[src/rtl/metro_mpi_pkg.sv]
// Shared types and constants for the metro MPI send path.
package metro_mpi_pkg;

   typedef enum logic {
      IDLE = 1'b0,
      SEND = 1'b1
   } tx_state_e;

   localparam int unsigned RANK_W     = 32;
   localparam int unsigned DEF_DATA_W = 64;

endpackage

[src/rtl/metro_rr_arbiter.sv]
// Combinational round-robin picker: first set request at or after ptr, with wrap-around.
module metro_rr_arbiter #(
   parameter int unsigned N     = 4,
   parameter int unsigned IDX_W = (N > 1) ? $clog2(N) : 1
) (
   input  logic [N-1:0]     req,
   input  logic [IDX_W-1:0] ptr,
   output logic [N-1:0]     grant,
   output logic [IDX_W-1:0] idx,
   output logic             any
);

   int unsigned cand;

   always_comb begin
      grant = '0;
      idx   = '0;
      any   = 1'b0;
      cand  = 0;
      for (int unsigned k = 0; k < N; k++) begin
         cand = (32'(ptr) + k) % N;
         if (!any && req[cand]) begin
            any         = 1'b1;
            idx         = IDX_W'(cand);
            grant[cand] = 1'b1;
         end
      end
   end

endmodule

[src/rtl/metro_tx_arbiter.sv]
// Credit-gated round-robin arbiter feeding one MPI send channel, one message in flight.
module metro_tx_arbiter
   import metro_mpi_pkg::*;
#(
   parameter int unsigned NUM_REQ = 4,
   parameter int unsigned CREDITS = 8,
   parameter int unsigned DATA_W  = DEF_DATA_W
) (
   input  logic                           clk,
   input  logic                           rst_n,
   input  logic [NUM_REQ-1:0]             req_valid,
   input  logic [NUM_REQ*DATA_W-1:0]      req_data,
   input  logic [NUM_REQ*RANK_W-1:0]      req_dest,
   output logic [NUM_REQ-1:0]             req_yumi,
   output logic                           snd_valid,
   output logic [DATA_W-1:0]              snd_data,
   output logic [RANK_W-1:0]              snd_dest,
   input  logic                           snd_yumi,
   input  logic                           credit_ret,
   output logic [$clog2(CREDITS+1)-1:0]   credit_cnt,
   output logic                           credit_err
);

   localparam int unsigned IDX_W = (NUM_REQ > 1) ? $clog2(NUM_REQ) : 1;
   localparam int unsigned CNT_W = $clog2(CREDITS + 1);

   tx_state_e          state_q, state_d;
   logic [IDX_W-1:0]   rr_ptr_q, rr_ptr_d;
   logic [CNT_W-1:0]   credit_q, credit_d;
   logic               err_q, err_d;
   logic [DATA_W-1:0]  data_q, data_d;
   logic [RANK_W-1:0]  dest_q, dest_d;

   logic [NUM_REQ-1:0] arb_grant;
   logic [IDX_W-1:0]   arb_idx;
   logic               arb_any;
   logic               grant_ok;

   metro_rr_arbiter #(
      .N     (NUM_REQ),
      .IDX_W (IDX_W)
   ) u_rr_arbiter (
      .req   (req_valid),
      .ptr   (rr_ptr_q),
      .grant (arb_grant),
      .idx   (arb_idx),
      .any   (arb_any)
   );

   // rst_n gating keeps req_yumi quiet while reset is asserted.
   assign grant_ok = rst_n && (state_q == IDLE) && (credit_q != '0) && arb_any;

   always_comb begin
      state_d  = state_q;
      rr_ptr_d = rr_ptr_q;
      data_d   = data_q;
      dest_d   = dest_q;
      credit_d = credit_q;
      err_d    = err_q;
      req_yumi = '0;

      unique case (state_q)
         IDLE: begin
            if (grant_ok) begin
               state_d  = SEND;
               req_yumi = arb_grant;
               data_d   = req_data[arb_idx*DATA_W +: DATA_W];
               dest_d   = req_dest[arb_idx*RANK_W +: RANK_W];
               rr_ptr_d = (32'(arb_idx) == NUM_REQ - 1) ? '0 : arb_idx + IDX_W'(1);
            end
         end
         SEND: begin
            if (snd_yumi) state_d = IDLE;
         end
         default: state_d = IDLE;
      endcase

      // Grant never fires at zero credits, so the decrement cannot underflow.
      if (grant_ok && !credit_ret) begin
         credit_d = credit_q - CNT_W'(1);
      end else if (!grant_ok && credit_ret) begin
         if (credit_q == CNT_W'(CREDITS)) err_d = 1'b1;
         else                             credit_d = credit_q + CNT_W'(1);
      end
   end

   always_ff @(posedge clk) begin
      if (!rst_n) begin
         state_q  <= IDLE;
         rr_ptr_q <= '0;
         credit_q <= CNT_W'(CREDITS);
         err_q    <= 1'b0;
         data_q   <= '0;
         dest_q   <= '0;
      end else begin
         state_q  <= state_d;
         rr_ptr_q <= rr_ptr_d;
         credit_q <= credit_d;
         err_q    <= err_d;
         data_q   <= data_d;
         dest_q   <= dest_d;
      end
   end

   assign snd_valid  = (state_q == SEND);
   assign snd_data   = data_q;
   assign snd_dest   = dest_q;
   assign credit_cnt = credit_q;
   assign credit_err = err_q;

endmodule

[config.mk]
export PLATFORM = sky130hd
export DESIGN_NAME = metro_tx_arbiter
export DESIGN_NICKNAME = d
export VERILOG_FILES = /design/src/rtl/metro_mpi_pkg.sv /design/src/rtl/metro_rr_arbiter.sv /design/src/rtl/metro_tx_arbiter.sv
export SDC_FILE = /design/constraint.sdc
export NUM_CORES = 1
export LEC_CHECK = 0
export ABC_AREA = 1
export CAP_MARGIN = 5
export CORE_AREA = 5 5 191 193
export DETAILED_ROUTE_END_ITERATION = 10
export DIE_AREA = 0 0 196 198
export SLEW_MARGIN = 25
export SYNTH_ARGS = -nofsm -noshare
export SYNTH_HDL_FRONTEND = slang
export SYNTH_SLANG_ARGS = --single-unit
[constraint.sdc]
create_clock -name clk -period 3.4 [get_ports clk]
set_input_delay 1.02 -clock clk [delete_from_list [all_inputs] [get_ports clk]]
set_output_delay 1.02 -clock clk [all_outputs]
set_load 0.01 [all_outputs]
After elaboration in Yosys (flattened, before gate mapping)
Cells that the tools add are included.
W data, S select, Z words.

word-level totals
  register bits after elaboration = 104
  input port bits = 392
  logic and storage cells = 89

cells by class
  add/subtract/negate cells = 6
  $lt $le $gt $ge = 8
  eq/ne operators = 3
  shift-type cells = 2
  muxes and demuxes = 37
  bitwise operators = 5
  reductions and logical operators = 22

operators with widths
  kind                   number
  $shiftx A256 B9 Y64    1
  $shiftx A128 B8 Y32    1
  $mux W4                9
  $mux W1                14
  $logic_and A1 B1 Y1    12
  $lt A2 B3 Y1 const B   4
  $or A4 B4 Y4           3
  $mux W2                5
  $bmux W1 S2            4
  $demux W1 S2           4
  $ge A2 B1 Y1 const B   4
  $logic_not A1 Y1       5
  $add A2 B1 Y2 const B  2
  $add A2 B2 Y2 const B  2
  $add A4 B1 Y4 const B  1
  $eq A4 B4 Y1 const B   1
  $reduce_and A2 Y1      2
  $reduce_bool A4 Y1     1
  $sub A4 B1 Y4 const B  1
  $reduce_and A3 Y1      1
  $eq A2 B2 Y1 const B   1
  $ne A2 B2 Y1 const B   1
  $not A1 Y1             2
  $pmux W1 S2            1
  $reduce_bool A2 Y1     1

Longest topological paths before layout
Gate-level depths: netlist (run 1).

  depth in word-level cells = 17
  depth in mapped cells = 19

By module
A second synthesis (run 1) with hierarchy kept.

second synthesis, totals
  cell total of the unflattened synthesis = 1207
  area, all modules = 7054.3 um^2

by module, submodules not included
  module            times used  cells an instance  area each (um^2)  seq. area each (um^2)
  metro_tx_arbiter  1           1133               6613.8            2082.0
  metro_rr_arbiter  1           74                 440.4             0.0

Worst setup path before layout (run 1)
OpenSTA, ideal clock, no wires.

  kind = input to output
  from = input req_valid[1]
  to = output req_yumi[0]
  arrival time = 2.277 ns
  data required time = 2.380 ns
  setup slack = 0.103 ns
  cell stages on the path = 12
  buffers on the path = 2
  path through = inv_1 -> nand2_1 -> nand3_1 -> nand2_2 -> nor2_8 -> nand3_4 -> nand4_4 -> inv_2 -> buf_4 -> buf_2 -> nand2_1 -> inv_1

on the way
  word-level cells in the longest chain between the ends = 15
  elaborated cells on any way between the ends = 28
  those cells by class = 18 x mux; 3 x bitwise; 7 x reduce/logical

RTL lines
  element                        RTL line                text
  from (decl)                    metro_tx_arbiter.sv:11  input logic [NUM_REQ-1:0] req_valid,
  $bmux W1 S2                    metro_rr_arbiter.sv:22  if (!any && req[cand]) begin
  $mux W1 (not written as such)  metro_rr_arbiter.sv:22
  $mux W1                        metro_rr_arbiter.sv:22
  $logic_not A1 Y1               metro_rr_arbiter.sv:22
  $logic_and A1 B1 Y1            metro_rr_arbiter.sv:22
  $mux W1                        metro_rr_arbiter.sv:22
  $logic_not A1 Y1               metro_rr_arbiter.sv:22
  $logic_and A1 B1 Y1            metro_rr_arbiter.sv:22
  $mux W1                        metro_rr_arbiter.sv:22
  $logic_not A1 Y1               metro_rr_arbiter.sv:22
  $logic_and A1 B1 Y1            metro_rr_arbiter.sv:22
  $mux W1                        metro_rr_arbiter.sv:22
  $logic_and A1 B1 Y1            metro_tx_arbiter.sv:51  assign grant_ok = rst_n && (state_q == IDLE) && (credit_q != '0) && arb_any;
  $mux W4 (*)                    metro_tx_arbiter.sv:64  if (grant_ok) begin
  $mux W4 (*)                    metro_tx_arbiter.sv:62  unique case (state_q)
  to (decl)                      metro_tx_arbiter.sv:14  output logic [NUM_REQ-1:0] req_yumi,

Mark *: on every way between the ends. The rest lies on a longest branch, timed or not. The select of a mux whose other input is x is not followed.

Worst setup path after layout (run 1)
  from = input req_valid[3]
  to = output req_yumi[2]

The elaborated chain is that of the path after synthesis.

==> results by group, run 1 <==
Outcome
  • Status: complete, no violations

Detailed routing
  • DR pass1 iterations: 5
  • Vias: about 13,000
  • Drt via density: between 4 and 5
  • Routed WL per cell: approximately 17 um
  • Final wirelength: roughly 45 mm
  • Starting DRC count in detailed routing: 651
  • Antenna viol nets, final: 0
  • DRC Markers: 0

Global routing
  • Vias in the first global route: between 10,000 and 15,000
  • GRT overflow: 0
  • Gr usage total: between 20% and 30%
  • Maximum number of pins on one net before global-route repair: between 80 and 90
  • First-pass GRT wire length: between 60 and 70 mm
  • Antenna violations before repair: 2

Yosys
  • Post-Synth Adder-Cell Area: 1.535%
  • Synth Area in XOR/XNOR: 0.2686%
  • Post-synth top area share: roughly a fifth
  • Compound-gate portion of the synthesized area: 1.573%
  • Synth Warn #: 0
  • Multiplexer area fraction after synthesis: 0%
  • Register area share after synthesis: between 20% and 30%
  • Mapped Area: approximately 9800 um2
  • Cell count after synthesis: 1,821
  • Top cells by instance count after synthesis: inv_1 (505), nand2_1 (322), nand3_1 (298)
  • Largest family of logic cells by synthesized area: simple AND/OR/NAND/NOR gates
  • Synthesis-stage register bit count: roughly 100
  • Simple-gate area share of the yosys netlist: about half
  • Unique cell type count in the Yosys netlist: 27
  • Top-count cell post-synth: inv_1
  • Synth area leaders: dfxtp_1 (21%), inv_1 (19%), nand3_1 (15%)
  • Main flop type after synthesis: dfxtp_1
  • Syn Nets: ~2,200
  • Async SR Flop Fraction: 0%
  • Area leader, netlist: dfxtp_1
  • Post-Syn Area per Cell: ~5.4 um2
  • Post-synth EDFFs: 0

Power and ir drop
  • Power share of the clock group: 8.4%
  • Combinational cell fraction of total power: roughly 77%
  • Int Pwr: between 6 and 7 mW
  • Tot Pwr: between 10 and 15 mW
  • Net Sw Power: ~7.4 mW
  • Sw frac: between 50% and 60%
  • Power per cell area: between 800 and 900 nW/um2
  • LEAKAGE: approximately 8.5 nW
  • Max VDD drop: a little over 0.001 V
  • Seq pwr share: between 10% and 20%

Floorplan
  • Die Height: 198 um
  • # rows: 68
  • Core ar.: between 30,000 and 40,000 um2
  • Starting Density: between 20% and 30%
  • Die ar.: approximately 39,000 um2
  • I/O pin total: 498
  • Die width: between 150 and 200 um

Setup path
  • Worst path depth: 13
  • R2R depth: 14
  • Cells along the critical path: clkdlybuf4s15_1 > inv_1 > nand2_2 > nand3_4 > nand2_8 > buf_6 > nand2_1 > o21ai_1 > a31oi_2 > o21ai_2 > nand2_1 > inv_1 > buf_2
  • Crit-path max cell delay: about 0.19 ns
  • Crit-path leading delay family: buffers and inverters
  • Crit. End Element: primary output
  • Critical path arrival: roughly 2.3 ns
  • Critical path startpoint category: primary input
  • WP buf/inv: 5
  • Worst path slowest cell: clkdlybuf4s15_1
  • WP data required: about 2.4 ns
  • Worst-path fanout max: 4
  • Crit path kind: in -> out

STA
  • Final min period: 3.353 ns
  • Worst rel slew slack: between 40% and 50%
  • Max-slew violation count: 0
  • Clock skew: roughly 0.0084 ns
  • Final TNS setup: 0 ns
  • FMAX: 0.2983 GHz
  • Fin. Hold Viols: 0
  • Worst-Margin Slew: just under 0.8 ns
  • Tcrit/Tclk final: 98.61%
  • Setup violations, final: 0
  • Fin Hold WS: between 0.4 and 0.5 ns

CTS
  • Sink Count: roughly 100
  • Clock slew at reported path FFs: approximately 0.080 ns
  • CTS tree: yes
  • Clk buf depth: 2
  • Root Buffer: clkbuf_16
  • Skew-Pair Late Insertion Delay: about 0.36 ns
  • CTS buffer count: 9
  • CTS Hold Bufs: 0
  • # H-tree levels: 3

Finish
  • Synthesis-to-layout area growth: 62.01%
  • Post-layout util: 46.10%
  • Share of cells above drive strength 1: between 5 and 6%
  • Final instance area: about 16,000 um2
  • N_diodes: 0
  • Nets@finish: between 2,000 and 3,000

Place
  • DP Wirelength: about 34 mm
  • PortBufs: 497
  • Post-DP Area: between 15,000 and 20,000 um2
  • GPL Wtd Cong: 0.8981

Min path
  • Tightest Hold Check Type: reg -> reg
  • Hold Path Stages: 2

Flow run
  • Max-cap violations: 0
[final timing paths]
path / start / end / slack, ns
worst min register to register: credit_err / credit_err / 0.48
worst min-delay path: credit_err / credit_err / 0.48
worst max-delay path: req_valid[3] / req_yumi[2] / 0.05
worst max register to register: rr_ptr_q[0] / snd_data[60] / 0.47
[worst reg2reg max path: cells and delay by family, from the launching register on]
kind	cells	cell delay, ns
adder cells (fa/ha/maj)	1	0.40
buffers and inverters	5	1.24
flip-flops	1	0.34
AND/OR/NAND/NOR	8	0.84
[what timing repair did]
item | 4_1_cts | 5_1_grt
resized for setup | 39 | 22
setup buffers | 3 | 0
endpoints found under the setup margin | 4 | 4
pin swaps | 11 | 11
[layout by cell type, fill, tap and decap left out, drive strengths merged]
cell	count
inv	508
clkdlybuf4s50	489
nand2	326
nand3	301
nor2	205
nand4	196
dfxtp	104
buf	65
o21ai	14
clkbuf	13
ha	12
a21oi	7
a31oi	5
xnor2	3
clkdlybuf4s15	3
bufinv	2
clkinv	2
nand3b	1
a211oi	1
a32o	1
clkinvlp	1
[through the flow]
stage | worst slack, ns | cells
2_1_floorplan | 0.1035 | 1821
3_3_place_gp | -0.6776 | 2695
3_5_place_dp | -0.6694 | 2695
4_1_cts | 0.01371 | 2714
5_1_grt | -0.03239 | 2714
6_report | 0.04718 | 2714
[routing by layer]
| metal | track usage, % | routed length [um] | up-vias |
|---|---|---|---|
| met5 | 0 | 27 | - |
| met4 | 6.620 | 1264 | 4 |
| met3 | 5.989 | 3861 | 65 |
| met2 | 38.55 | 21590 | 483 |
| met1 | 27.29 | 18530 | 5763 |
| li1 | - | - | 6441 |
[sequential cells by signal (all words and copies together), names as in the netlist]
name        flops
credit_cnt      4
snd_dest       32
rr_ptr_q        2
snd_data       64
credit_err      1
snd_valid       1
[power groups by stage]
stage	combinational (mW)	clock [mW]	sequential [mW]
CTS	11.0	1.24	2.05
global route	12.1	1.29	2.10
global placement	10.8	0	2.06
finish	10.9	1.20	2.04
floorplan	6.42	0	2.25
detailed placement	10.9	0	2.07
[cells by family (layout without fill, tap and decap cells)]
group                    after synthesis  in the layout
flip-flops                           104            104
XOR/XNOR                               3              3
buffers and inverters                645           1083
AO/OA/AOI/OAI                         28             28
AND/OR/NAND/NOR                     1029           1029
adder cells (fa/ha/maj)               12             12
[cell type report]
class                   instances  area, um2
inverters                     509       1919
well taps                     455      569.3
flip-flops and latches        104       2082
multi-input cells            1072       5280
repair buffers                558       5662
fillers                      3659      18530
clock buffers                  12      256.5
clock inverters                 4      76.32
Power figures use the tool's default switching activity.
==> run 2: changes to the inputs <==
CORE_AREA = 5 5 189 191   (was 5 5 191 193)
DIE_AREA = 0 0 194 196   (was 0 0 196 198)
SLEW_MARGIN = 20   (was 25)
SYNTH_HIERARCHICAL = 1   (was default)
clock period = 3.6 ns   (was 3.4 ns; I/O delays follow)
==> results by group, run 2 <==
Power and ir drop
  • Max VDD drop: 0.0005986 V (-41%)
  • Power per cell area: 1090 nW/um2 (+22%)
  • LEAKAGE: 5.125 nW (-40%)
  • Tot Pwr: 14.37 mW (+1.3%)

CTS
  • Clock slew at reported path FFs: 0.08 ns (about the same)
  • # H-tree levels: 3 (unchanged)
  • CTS Hold Bufs: 0 (unchanged)
  • CTS buffer count: 9 (unchanged)
  • Sink Count: 104 (unchanged)
  • CTS tree: yes
  • Root Buffer: clkbuf_16
  • Clk buf depth: 2 (unchanged)
  • Skew-Pair Late Insertion Delay: 0.35 ns (about the same)

Setup path
  • WP data required: 2.52 ns (+0.14 ns)
  • Crit path kind: in -> out
  • Crit-path most repeated cell: inv_1
  • Crit-path leading delay family: buffers and inverters
  • Crit-path max cell delay: 0.27 ns (+0.08 ns)
  • WP buf/inv: 5 (unchanged)
  • Critical path startpoint category: primary input
  • Worst-path fanout max: 12 (+8)
  • Crit. End Element: primary output
  • Cells along the critical path: dlygate4sd2_1 > inv_1 > nand2_1 > nand3_2 > nand2_4 > nor2_4 > buf_12 > nand4_1 > nand3_1 > inv_1 > nor2_1 > buf_2
  • Critical path arrival: 2.38 ns (+0.05 ns)
  • Worst path slowest cell: dlygate4sd2_1

STA
  • Setup violations, final: 0 (unchanged)
  • Fin. Hold Viols: 0 (unchanged)
  • Unrepaired setup endpoints after global routing: no
  • FMAX: about 0.29 GHz
  • Final min period: ~3.5 ns
  • Clock skew: 0.01004 ns (+0.001607 ns)
  • Worst-Margin Slew: 1.013 ns (+0.2254 ns)
  • Worst rel slew slack: 32.49% (-15 points)
  • Max-slew violation count: 0 (unchanged)
  • Setup slack after layout: 0.1433 ns (+0.09616 ns)
  • Tcrit/Tclk final: between 90 and 100%
  • Fin Hold WS: 0.4658 ns (-0.01070 ns)
  • Final TNS setup: 0 ns (unchanged)

Place
  • Placed cells: 2,138 (-21%)
  • GPL Wtd Cong: 0.8851 (-1.4%)
  • DP Wirelength: 28.46 mm (-17%)
  • Place WS: -0.5776 ns (+0.09175 ns)
  • Post-DP Area: 12,830 um2 (-17%)
  • PortBufs: 497 (unchanged)

Yosys
  • Post-synth top area share: 29.51% (+8.2 points)
  • Top cells by instance count after synthesis: nor2_1 (499), o21ai_0 (254), o21ai_1 (137)
  • Synth area leaders: dfxtp_1 (30%), nor2_1 (27%), o21ai_0 (18%)
  • Async SR Flop Fraction: 0% (unchanged)
  • Syn Nets: 1,609 (-28%)
  • Largest family of logic cells by synthesized area: simple AND/OR/NAND/NOR gates
  • Cell count after synthesis: 1,207 (-34%)
  • Main flop type after synthesis: dfxtp_1
  • Synth Warn #: 6 (+6)
  • Synthesis-stage register bit count: 104 (unchanged)
  • Unique cell type count in the Yosys netlist: 23 (-15%)
  • Compound-gate portion of the synthesized area: 28.88% (+27 points)
  • Post-Syn Area per Cell: 5.844 um2 (+8.8%)
  • Register area share after synthesis: 29.51% (+8.2 points)
  • Top-count cell post-synth: nor2_1
  • Post-Synth Adder-Cell Area: 1.774% (+0.24 points)
  • Simple-gate area share of the yosys netlist: 31.47% (-18 points)
  • Synth Area in XOR/XNOR: 0.2483% (-0.020 points)
  • Multiplexer area fraction after synthesis: 0% (unchanged)
  • Post-synth EDFFs: 0 (unchanged)
  • Mapped Area: 7054 um2 (-28%)
  • Area leader, netlist: dfxtp_1

Finish
  • Max reg flops: 64 (unchanged)
  • Post-layout util: 38.81% (-7.3 points)
  • Register area: 2082 um2 (unchanged)
  • Multi-input gate area: 4439 um2 (-16%)
  • Most common cell after layout, fill and taps aside: nor2_1
  • Share of cells above drive strength 1: 6.941% (+1.8 points)
  • FILL cells: 3,559 (-2.7%)
  • Final instance area: 13,180 um2 (-17%)
  • Non-filler instance count after layout: 2,156 (-21%)
  • Nets@finish: 2,097 (-21%)
  • Synthesis-to-layout area growth: 86.79%
  • Most frequent cells in the layout: nor2_1 (496), clkdlybuf4s50_1 (488), o21ai_0 (254)

Global routing
  • Antenna violations before repair: 1 (-1)
  • Gr usage total: 18.02% (-4.3 points)
  • First-pass GRT wire length: 55.33 mm (-21%)
  • Maximum number of pins on one net before global-route repair: 103 (+24%)
  • Vias in the first global route: 9,841 (-21%)
  • GRT overflow: 0 (unchanged)

Detailed routing
  • Antenna viol nets, final: 0 (unchanged)
  • Drt via density: 4.539 (-3.4%)
  • Vias: 9,787 (-23%)
  • DR pass1 iterations: 7 (+2)
  • Routed WL per cell: 16.89 um (+1.3%)
  • DRC Markers: 0 (unchanged)
  • Final wirelength: 36.42 mm (-20%)
  • Starting DRC count in detailed routing: 426 (-35%)

Floorplan
  • Die ar.: 38,020 um2 (-2.0%)
  • # rows: 68 (unchanged)
  • Starting Density: 20.78% (-7.7 points)
  • Core ar.: 33,950 um2 (-1.2%)
  • Die Height: 196 um (-1.0%)
  • I/O pin total: 498 (unchanged)
  • Die width: 194 um (-1.0%)

Flow run
  • Max-cap violations: 0 (unchanged)

Outcome
  • Status: complete, no violations

Min path
  • Tightest Hold Check Type: reg -> reg
[run 2: cell types whose count changed after synthesis, sizes merged, moves of 49 or more]
cell and change:
buf -49, inv -484, nand2 -289, nand3 -282
nand4 -187, nor2 +295, o21ai +377
[run 2: kinds of logic after synthesis]
family          count (synthesis)
compound gates                405
buf+inv                       121
xor+xnor                        2
fa+ha+maj                      10
flops                         104
simple gates                  565
[run 2: routing by layer]
metal  global-route usage [%]  up-vias  part of all wire [%]
met5                        0        -                     0
met4                    4.297        0                   2.1
met3                    5.204       41                   7.5
met2                    32.14      394                    49
met1                    21.42     4403                    41
li1                         -     4949                     -
[run 2: final cells by class]
class | count | area share [%]
well taps | 455 | 4.321
clock buffers | 9 | 1.709
diodes | 1 | 0.01899
inverters | 25 | 0.7597
repair buffers | 573 | 42.87
flip-flops and latches | 104 | 15.80
multi-input cells | 982 | 33.69
clock inverters | 7 | 0.8261
[run 2: repair_timing]
item	4_1_cts	5_1_grt
resized for setup	28	1
endpoints found under the setup margin	8	1
pin swaps	2	0
buffers inserted	1	0
hold endpoints to repair	0	0
[run 2: final timing paths]
kind,start,end,slack (ns),cells after the start
hold / removal,credit_err,credit_err,0.47,2
setup / recovery,req_valid[1],req_yumi[2],0.14,12
setup reg to reg,rr_ptr_q[0],credit_cnt[2],0.57,21
hold reg to reg,credit_err,credit_err,0.47,2
[run 2: tightest hold or removal path, cell delays in order, from the launching register on]
cell     delay (ns)
dfxtp_1        0.32
inv_1          0.05
a21oi_1        0.05
[run 2: power breakdown]
part	leakage, nW	total, mW	internal (mW)	switching, mW
logic	4.10	11.2	4.74	6.43
clock network	0.165	1.16	0.630	0.533
registers	0.860	2.03	1.73	0.302
==> run 3: changes to the inputs <==
ABC_AREA = default   (was 1)
CORE_AREA = 5 5 188 190   (was 5 5 189 191)
DIE_AREA = 0 0 193 195   (was 0 0 194 196)
==> results by group, run 3 <==
Yosys
  • Area leader, netlist: mux4_2
  • Simple-gate area share of the yosys netlist: 13.83% (-18 points)
  • Main flop type after synthesis: dfxtp_1
  • Post-synth top area share: 32.58% (+3.1 points)
  • Mapped Area: 6774 um2 (-4.0%)
  • Compound-gate portion of the synthesized area: 13.95% (-15 points)
  • Synthesis-stage register bit count: 104 (unchanged)
  • Synth Warn #: 6 (unchanged)
  • Top cells by instance count after synthesis: nand2_1 (200), dfxtp_1 (104), mux4_2 (98)
  • Synth Area in XOR/XNOR: 0.3879% (+0.14 points)
  • Cell count after synthesis: 638 (-47%)
  • Unique cell type count in the Yosys netlist: 42 (+83%)
  • Syn Nets: 1,040 (-35%)
  • Post-Synth Adder-Cell Area: 1.847% (+0.073 points)
  • Register area share after synthesis: 30.74% (+1.2 points)
  • Post-synth EDFFs: 0 (unchanged)
  • Largest family of logic cells by synthesized area: multiplexers
  • Post-Syn Area per Cell: 10.62 um2 (+82%)
  • Multiplexer area fraction after synthesis: 33.99% (+34 points)
  • Async SR Flop Fraction: 0% (unchanged)
  • Synth area leaders: mux4_2 (33%), dfxtp_1 (31%), nand2_1 (11%)
  • Top-count cell post-synth: nand2_1

CTS
  • Sink Count: 104 (unchanged)
  • # H-tree levels: 3 (unchanged)
  • Skew-Pair Late Insertion Delay: 0.36 ns (about the same)
  • CTS tree: yes
  • CTS buffer count: 9 (unchanged)
  • Root Buffer: clkbuf_16
  • Clock slew at reported path FFs: 0.07 ns (about the same)
  • Clk buf depth: 2 (unchanged)

Power and ir drop
  • Seq pwr share: 18.9% (+4.8 points)
  • Power share of the clock group: 9.0% (+0.9 points)
  • Power per cell area: 790.0 nW/um2 (-28%)
  • Int Pwr: 6.551 mW (-7.7%)
  • LEAKAGE: 4.852 nW (-5.3%)
  • Net Sw Power: 4.048 mW (-44%)
  • Combinational cell fraction of total power: 72.1% (-5.7 points)
  • Sw frac: 38.19% (-12 points)
  • Max VDD drop: 0.0003287 V (-45%)
  • Tot Pwr: 10.60 mW (-26%)

Detailed routing
  • DRC Markers: 0 (unchanged)
  • Drt via density: 4.475 (-1.4%)
  • Antenna viol nets, final: 0 (unchanged)
  • Vias: 7,254 (-26%)
  • Final wirelength: 32.27 mm (-11%)
  • DR pass1 iterations: 4 (-3)
  • Starting DRC count in detailed routing: 246 (-42%)
  • Routed WL per cell: 19.90 um (+18%)

Place
  • GPL Wtd Cong: 0.8081 (-8.7%)
  • Placed cells: 1,573 (-26%)
  • Place WS: -0.9898 ns (-0.4122 ns)
  • PortBufs: 497 (unchanged)
  • DP Wirelength: 24.33 mm (-15%)

Setup path
  • Worst r2r dst: credit_cnt[3]
  • Crit-path most repeated cell: buf_6
  • Crit. End Element: primary output
  • Critical path arrival: 2.73 ns (+0.35 ns)
  • Critical path startpoint category: primary input
  • Crit-path max cell delay: 0.50 ns (+0.23 ns)
  • Worst-path fanout max: 4 (-8)
  • R2R depth: 15 (-29%)
  • Worst path slowest cell: mux4_2
  • Crit path kind: in -> out
  • R2R setup slack: 0.30 ns (-0.27 ns)
  • Worst reg2reg startpoint: rr_ptr_q[0]
  • WP data required: 2.52 ns (about the same)
  • Cells along the critical path: buf_8 > mux4_2 > buf_6 > nor4b_4 > buf_4 > a22oi_2 > o21ai_1 > and3_4 > buf_6

Flow run
  • Max-cap violations: 0 (unchanged)

Finish
  • Share of cells above drive strength 1: 20.22% (+13 points)
  • Most frequent cells in the layout: clkdlybuf4s50_1 (488), nand2_1 (198), dfxtp_1 (104)
  • Most common cell after layout, fill and taps aside: clkdlybuf4s50_1
  • Nets@finish: 1,569 (-25%)
  • Non-filler instance count after layout: 1,621 (-25%)
  • Max reg flops: 64 (unchanged)
  • Synthesis-to-layout area growth: 98.04%
  • Post-layout util: 40.31% (+1.5 points)

Floorplan
  • Die Height: 195 um (-0.51%)
  • Core ar.: 33,280 um2 (-2.0%)
  • Starting Density: 20.35% (-0.43 points)
  • Die ar.: 37,640 um2 (-1.0%)
  • I/O pin total: 498 (unchanged)
  • Die width: 193 um (-0.52%)
  • # rows: 67 (-1.5%)

Global routing
  • First-pass GRT wire length: 45.90 mm (-17%)
  • Gr usage total: 16.08% (-1.9 points)
  • Vias in the first global route: 7,807 (-21%)
  • GRT overflow: 0 (unchanged)
  • Antenna violations before repair: 1 (unchanged)
  • Maximum number of pins on one net before global-route repair: 54 (-48%)

STA
  • Clock skew: 0.008531 ns (-0.001511 ns)
  • Final min period: 3.806 ns (+0.3488 ns)
  • Worst rel slew slack: 62.35% (+30 points)
  • FMAX: 0.2628 GHz (-9.2%)
  • Setup slack after layout: -0.2055 ns (-0.3488 ns)
  • Setup violations, final: 4 (+4)
  • Tcrit/Tclk final: 105.7% (+9.7 points)
  • Worst-Margin Slew: 0.5648 ns (-0.4479 ns)
  • Fin. Hold Viols: 0 (unchanged)
  • Max-slew violation count: 0 (unchanged)
  • Fin Hold WS: 0.4539 ns (-0.01189 ns)
  • Unrepaired setup endpoints after global routing: yes

Min path
  • Min-Delay Endpoint: snd_data[20]
  • Hold Path Stages: 2 (unchanged)
  • Hold_sp: snd_data[20]
  • Tightest Hold Check Type: reg -> reg

Outcome
  • Failing checks: negative setup slack
  • Status: finished with violations
[run 3: cell type report]
class | instances | area (um2)
fill | 3224 | 19870
timing repair buffer | 577 | 5991
multi-input combinational | 468 | 4477
sequential | 104 | 2082
tap | 448 | 560.5
clock buffer | 12 | 246.5
clock inverter | 4 | 30.03
inverter | 7 | 26.28
antenna | 1 | 2.502
[run 3: routing by layer]
layer	vias up	global-route usage (%)	routed length (um)
met1	3454	16.83	11520
met4	0	6.845	1275
met2	354	29.42	16520
li1	3400	-	-
met3	46	5.018	2951
met5	-	0	0
[run 3: power groups by stage]
stage | Sequential [mW] | Combinational [mW] | Clock, mW
final | 2.00 | 7.64 | 0.956
after global routing | 2.08 | 8.23 | 1.05
after CTS | 2.01 | 7.59 | 1.01
after detailed placement | 2.03 | 6.52 | 0
after global placement | 2.00 | 6.53 | 0
after floorplan | 2.27 | 3.51 | 0
[run 3: worst max-delay path, delay by kind of cell]
family                 cells  cell delay [ns]
muxes                      1             0.50
AOI/OAI and AO/OA          2             0.14
buffers and inverters      4             0.53
and+or+nand+nor            2             0.46
[run 3: per-stage QoR]
stage                     cell area (um2)  TNS [ns]
final                               13420   -0.7637
after global routing                13420    -1.050
after CTS                           13330   -0.6070
after detailed placement            12500    -43.82
after global placement              12500    -39.86
after floorplan                      6809         0
[run 3: cell families after synthesis]
family                     Yosys count
buffers and inverters               66
DFF                                104
xor gates and xnor gates             3
adders and majority gates           10
AOI/OAI and AO/OA                  124
muxes                              104
and+or+nand+nor                    227
[run 3: what timing repair did]
action / 4_1_cts / 5_1_grt
endpoints found under the setup margin: 39 / 104
pin swaps: 11 / 8
resized for setup: 82 / 10
hold buffers: 0 / 0
gates cloned: 8 / 2
buffers inserted: 21 / 7
[run 3: worst max path at each step]
stage	from	endpoint	slack, ns	cells past startpoint
after detailed placement	req_valid[2]	req_yumi[3]	-0.99	7
after floorplan	req_valid[3]	req_yumi[0]	0.006	7
after global routing	req_valid[3]	req_yumi[1]	-0.28	9
after CTS	req_valid[3]	req_yumi[3]	-0.16	9
final	req_valid[3]	req_yumi[0]	-0.21	9
after global placement	req_valid[2]	req_yumi[3]	-0.95	7
